[config.mk]
export PLATFORM = sky130hd
export DESIGN_NAME = rgb2raw_bayer_mosaic
export DESIGN_NICKNAME = d
export VERILOG_FILES = /design/src/rtl/rgb2raw_pkg.sv /design/src/rtl/rgb2raw_bayer_mosaic_delay_rg.sv /design/src/rtl/rgb2raw_bayer_mosaic.sv
export SDC_FILE = /design/constraint.sdc
export NUM_CORES = 1
export LEC_CHECK = 0
export CORE_MARGIN = 4
export CORE_UTILIZATION = 55
export CTS_CLUSTER_SIZE = 16
export DETAILED_ROUTE_END_ITERATION = 8
export MAX_ROUTING_LAYER = met4
export PLACE_DENSITY = 0.84
export SYNTH_ARGS = -nofsm -noshare
export SYNTH_HDL_FRONTEND = slang
export SYNTH_SLANG_ARGS = --single-unit
[constraint.sdc]
create_clock -name clk -period 5.3 [get_ports clk]
set_clock_uncertainty 0.05 [all_clocks]
set_input_delay 0.53 -clock clk [delete_from_list [all_inputs] [get_ports clk]]
set_output_delay 0.53 -clock clk [all_outputs]
set_load 0.01 [all_outputs]
[src/rtl/rgb2raw_pkg.sv]
// rgb2raw_pkg: shared types and default frame geometry for the RGB-to-Bayer re-mosaic path.
package rgb2raw_pkg;
  typedef enum logic [1:0] {RGGB, GRBG, GBRG, BGGR} bayer_phase_t;
  typedef enum logic {IDLE, IN_LINE} line_state_t;
  localparam int DEF_LINE_PIXELS = 1280;
  localparam int DEF_FRAME_LINES = 720;
endpackage

[src/rtl/rgb2raw_bayer_mosaic_delay_rg.sv]
// delay_rg: W-bit shift register of depth D (D >= 1) with synchronous active-low clear.
module delay_rg #(
  parameter int W = 1,
  parameter int D = 1
) (
  input  logic         clk,
  input  logic         reset_n,
  input  logic [W-1:0] d,
  output logic [W-1:0] q
);
  logic [W-1:0] sr_q [D];
  always_ff @(posedge clk) begin
    sr_q[0] <= !reset_n ? '0 : d;
    for (int i = 1; i < D; i++) sr_q[i] <= !reset_n ? '0 : sr_q[i-1];
  end
  assign q = sr_q[D-1];
endmodule

[src/rtl/rgb2raw_bayer_mosaic.sv]
// rgb2raw_bayer_mosaic: keeps the CFA-selected colour of each RGB pixel to form a Bayer RAW stream.
// Define RGB2RAW_PIPELINE_EN to register inputs before colour select (latency 2 instead of 1).
module rgb2raw_bayer_mosaic
  import rgb2raw_pkg::*;
#(
  parameter int         DATA_WIDTH  = 8,
  parameter int         LINE_PIXELS = DEF_LINE_PIXELS,
  parameter int         FRAME_LINES = DEF_FRAME_LINES,
  parameter logic [1:0] BAYER_PHASE = 2'd0
) (
  input  logic                  clk,
  input  logic                  reset_n,
  input  logic [DATA_WIDTH-1:0] r_data,
  input  logic [DATA_WIDTH-1:0] g_data,
  input  logic [DATA_WIDTH-1:0] b_data,
  input  logic                  data_i_valid,
  input  logic                  sop_i,
  input  logic                  eop_i,
  output logic [DATA_WIDTH-1:0] raw_data,
  output logic                  raw_valid,
  output logic                  raw_sop,
  output logic                  raw_eop,
  output logic                  line_err,
  output logic                  frame_done
);
  localparam int CW = $clog2(LINE_PIXELS) + 1;
  localparam int RW = FRAME_LINES > 1 ? $clog2(FRAME_LINES) : 1;
  logic s_valid, s_sop, s_eop;
  logic [DATA_WIDTH-1:0] s_r, s_g, s_b;
`ifdef RGB2RAW_PIPELINE_EN
  logic [3*DATA_WIDTH-1:0] rgb_q, rgb_d;
  assign rgb_d = {r_data, g_data, b_data};
  always_ff @(posedge clk) rgb_q <= !reset_n ? '0 : rgb_d;
  assign {s_r, s_g, s_b} = rgb_q;
  delay_rg #(.W(3), .D(1)) u_in_dly (
    .clk     (clk),
    .reset_n (reset_n),
    .d       ({data_i_valid, sop_i, eop_i}),
    .q       ({s_valid, s_sop, s_eop})
  );
`else
  assign {s_valid, s_sop, s_eop} = {data_i_valid, sop_i, eop_i};
  assign {s_r, s_g, s_b} = {r_data, g_data, b_data};
`endif
  line_state_t state_q, state_d;
  logic [CW-1:0] col_q, col_d, col_cur;
  logic [RW-1:0] row_q, row_d;
  logic [DATA_WIDTH-1:0] raw_data_q, raw_data_d;
  logic line_err_q, line_err_d, frame_done_q, frame_done_d;
  logic emit, last_row, rp, cp;
  // col_cur is the column of the pixel in this cycle; it sticks at LINE_PIXELS once overrun
  always_comb begin
    emit         = s_valid && (s_sop || state_q == IN_LINE);
    last_row     = row_q == RW'(FRAME_LINES - 1);
    col_cur      = s_sop ? '0 : (col_q == CW'(LINE_PIXELS) ? col_q : col_q + CW'(1));
    col_d        = emit ? col_cur : col_q;
    row_d        = (emit && s_eop) ? (last_row ? '0 : row_q + RW'(1)) : row_q;
    state_d      = emit ? (s_eop ? IDLE : IN_LINE) : state_q;
    rp           = row_q[0] ^ BAYER_PHASE[1];
    cp           = col_cur[0] ^ BAYER_PHASE[0];
    raw_data_d   = !emit ? raw_data_q : (rp != cp) ? s_g : (rp ? s_b : s_r);
    line_err_d   = s_valid && (!emit || (s_sop && state_q == IN_LINE) ||
                   (s_eop && col_cur != CW'(LINE_PIXELS - 1)));
    frame_done_d = emit && s_eop && last_row;
  end
  always_ff @(posedge clk) begin
    if (!reset_n) begin
      state_q      <= IDLE;
      col_q        <= '0;
      row_q        <= '0;
      raw_data_q   <= '0;
      line_err_q   <= 1'b0;
      frame_done_q <= 1'b0;
    end else begin
      state_q      <= state_d;
      col_q        <= col_d;
      row_q        <= row_d;
      raw_data_q   <= raw_data_d;
      line_err_q   <= line_err_d;
      frame_done_q <= frame_done_d;
    end
  end
  delay_rg #(.W(3), .D(1)) u_out_dly (
    .clk     (clk),
    .reset_n (reset_n),
    .d       ({emit, emit && s_sop, emit && s_eop}),
    .q       ({raw_valid, raw_sop, raw_eop})
  );
  assign raw_data   = raw_data_q;
  assign line_err   = line_err_q;
  assign frame_done = frame_done_q;
endmodule

==> results.json <==
{
  "syn-instance-count": 251,
  "dpl.cell_count": 324,
  "vias_per_cell": 6.01,
  "synth_edf_count": 0,
  "die_h_um": 69.8,
  "remaining_drc_errors": 0,
  "min_period_ns": 3.00,
  "routed_wl_um": 5000,
  "path_cells": "clkdlybuf4s50_1, o21a_1, nand2b_1, or4b_2, a21oi_1",
  "io_pins": 42,
  "synth_top_cell_by_area": "dfxtp_1",
  "tightest_slew_ns": 0.891,
  "yosysTopAreaCellShare_pct": 34.3,
  "async_reset_ff_share_pct": 0,
  "path_max_fanout": 20,
  "synthTopCellsByCount": "dfxtp_1 (36), nor2_1 (29), nor3_1 (21)",
  "fmax_mhz": 333,
  "grt_overflow": 0,
  "place_area_um2": 2490,
  "whs_ns": 0.468,
  "drv_slew": 0,
  "final_area_um2": 2580,
  "maxSlewHeadroom_pct": 40.5,
  "grt.total_usage_pct": 22.1,
  "cts.path.max_buffers": 2,
  "clk_latency_ns": 0.29,
  "synth_cell_types": 51,
  "cts_inserted_buffers": 5,
  "crit_family": "simple AND/OR/NAND/NOR gates",
  "crit_slowest_cell": "clkdlybuf4s50_1",
  "core_area_um2": 3690,
  "routedWlPerCell_um": 15.1,
  "syn-cell-area_um2": 2100,
  "cts_max_level": 2,
  "syn_avg_cell_area_um2": 8.37,
  "die_area_um2": 4870,
  "synth_ff_type": "dfxtp_1",
  "die_w_um": 69.8,
  "drtIter0Drc": 171,
  "path_class": "input port to flop",
  "layout-drive-gt1-share_pct": 8.10,
  "drt.antenna.violating_nets": 0,
  "required_ns": 5.47,
  "cts-resized-gates": 0,
  "hold_viol_final": 0,
  "row_count": 22,
  "hold_class": "flop to flop",
  "start_util_pct": 57.0,
  "final_nets": 315,
  "grt_max_degree": 29,
  "post_cts_buffers": 0,
  "ys_ff_latch": 36,
  "leakage_nw": 0.934,
  "syn2layout_area_growth_pct": 22.9,
  "ir_drop_mv": 0.161,
  "synthMostInstantiatedCell": "dfxtp_1",
  "cts_hold_buffers": 0,
  "powerDensity_nw_per_um2": 230,
  "post-route-period-util_pct": 56.6,
  "multi_input_area_um2": 1270,
  "maxCapViolCount": 0,
  "io_buffers": 41,
  "outcome": "finished, final reports clean",
  "clock-root-buffer": "clkbuf_8",
  "cp.arrival_ns": 3.17,
  "syn_nets": 283,
  "antenna_cells": 0,
  "via_count": 1994,
  "ys_seq_area_share_pct": 34.3,
  "slowest_delay_ns": 0.90,
  "setup_viol": 0,
  "end_kind": "flop",
  "cp_num_buf_inv": 1,
  "critPathLaunchType": "input port",
  "antenna_found_initial": 0,
  "grt_pass1_wl_um": 8660,
  "cts.sinks": 36,
  "num-fill-cells": 310,
  "clk_pin_slew_ns": 0.07,
  "setup_tns_ns": 0,
  "cts_tree": "yes",
  "routabilityCongestion": 0.885,
  "rsz0062_at_grt": "no",
  "seqCellArea_um2": 721,
  "yosys_warnings": 0,
  "netlist_top_cells_area": "dfxtp_1 (34%), nor2_1 (5.2%), nor3_1 (5.0%), mux2_2 (4.8%), a21oi_1 (4.0%)",
  "grt_pass1_vias": 1893,
  "dpl.hpwl_um": 3600,
  "first_pass_iters": 4,
  "instances_no_fill": 332
}
==> layout make-up <==
type | instances | area share [%]
Multi-Input combinational cell | 192 | 49.1
Clock buffer | 7 | 3.34
Clock inverter | 1 | 0.291
Sequential cell | 36 | 27.9
Inverter | 6 | 0.872
Timing Repair Buffer | 42 | 16.2
Tap cell | 48 | 2.33
==> sequential cells by signal, indices dropped and copies added (netlist names) <==
signal / flops
frame_done: 1
col_q: 12
raw_data: 8
state_q: 1
line_err: 1
row_q: 10
u_out_dly.sr_q: 3
==> worst paths after layout <==
| kind | end | depth (start not counted) | slack, ns | from |
|---|---|---|---|---|
| worst max-delay path | col_q[4] | 5 | 2.30 | sop_i |
| worst max register to register | raw_data[1] | 7 | 2.73 | col_q[0] |
| worst min register to register | raw_data[2] | 2 | 0.47 | raw_data[2] |
| worst min-delay path | raw_data[2] | 2 | 0.47 | raw_data[2] |
==> cell families (layout without fill, tap and decap cells) <==
family                     after synthesis  after routing  share of synthesized area, %
DFF                                     36             36                          34.3
muxes                                   18             18                          9.70
xor gates and xnor gates                13             13                          5.42
adders and majority gates                3              3                          1.79
AOI/OAI and AO/OA                       53             53                          16.8
buffers and inverters                   23             56                          5.42
and+or+nand+nor                        105            105                          26.5
==> cells in the final DEF, fill, tap and decap left out, types with 2 or more instances in the layout <==
cell type / instances
a21oi_1: 17
a311oi_1: 7
a31oi_1: 5
and2_1: 2
and3_1: 5
clkbuf_8: 6
clkdlybuf4s50_1: 41
dfxtp_1: 36
ha_1: 3
inv_1: 6
mux2_2: 9
mux2i_1: 8
nand2_1: 13
nand2b_1: 2
nand3_1: 10
nand4_1: 5
nor2_1: 29
nor2b_1: 3
nor3_1: 21
nor3b_1: 2
nor4_1: 3
o211a_1: 2
o211ai_1: 2
o21a_1: 2
o21ai_0: 8
xnor2_1: 8
xor2_1: 5
==> metal layers <==
layer  track usage [%]  vias up  wire length, um
li1                  -      990                -
met5                 -        -                0
met1              28.4      932             2330
met4              8.51        0               82
met3              5.80        8              326
met2              33.3       64             2260
==> tightest hold or removal path, stage by stage, from the launching register on <==
cell and delay (ns):
dfxtp_1 0.31, a21oi_1 0.11, a311oi_1 0.05
==> metrics by stage <==
step                      setup slack (ns)  power, mW  util [%]
after floorplan                       3.14      0.348         -
after global placement                2.04      0.393      67.5
after detailed placement              2.04      0.394      67.5
after CTS                             2.34      0.598      70.0
after global routing                  2.12      0.624      70.0
final                                 2.30      0.594      70.0
==> power by group <==
| part | internal (mW) | total (mW) | switching, mW |
|---|---|---|---|
| registers | 0.280 | 0.290 | 0.0101 |
| clock network | 0.106 | 0.205 | 0.0994 |
| logic | 0.0541 | 0.0985 | 0.0444 |
Note: power is estimated with default switching activity, not from simulation.
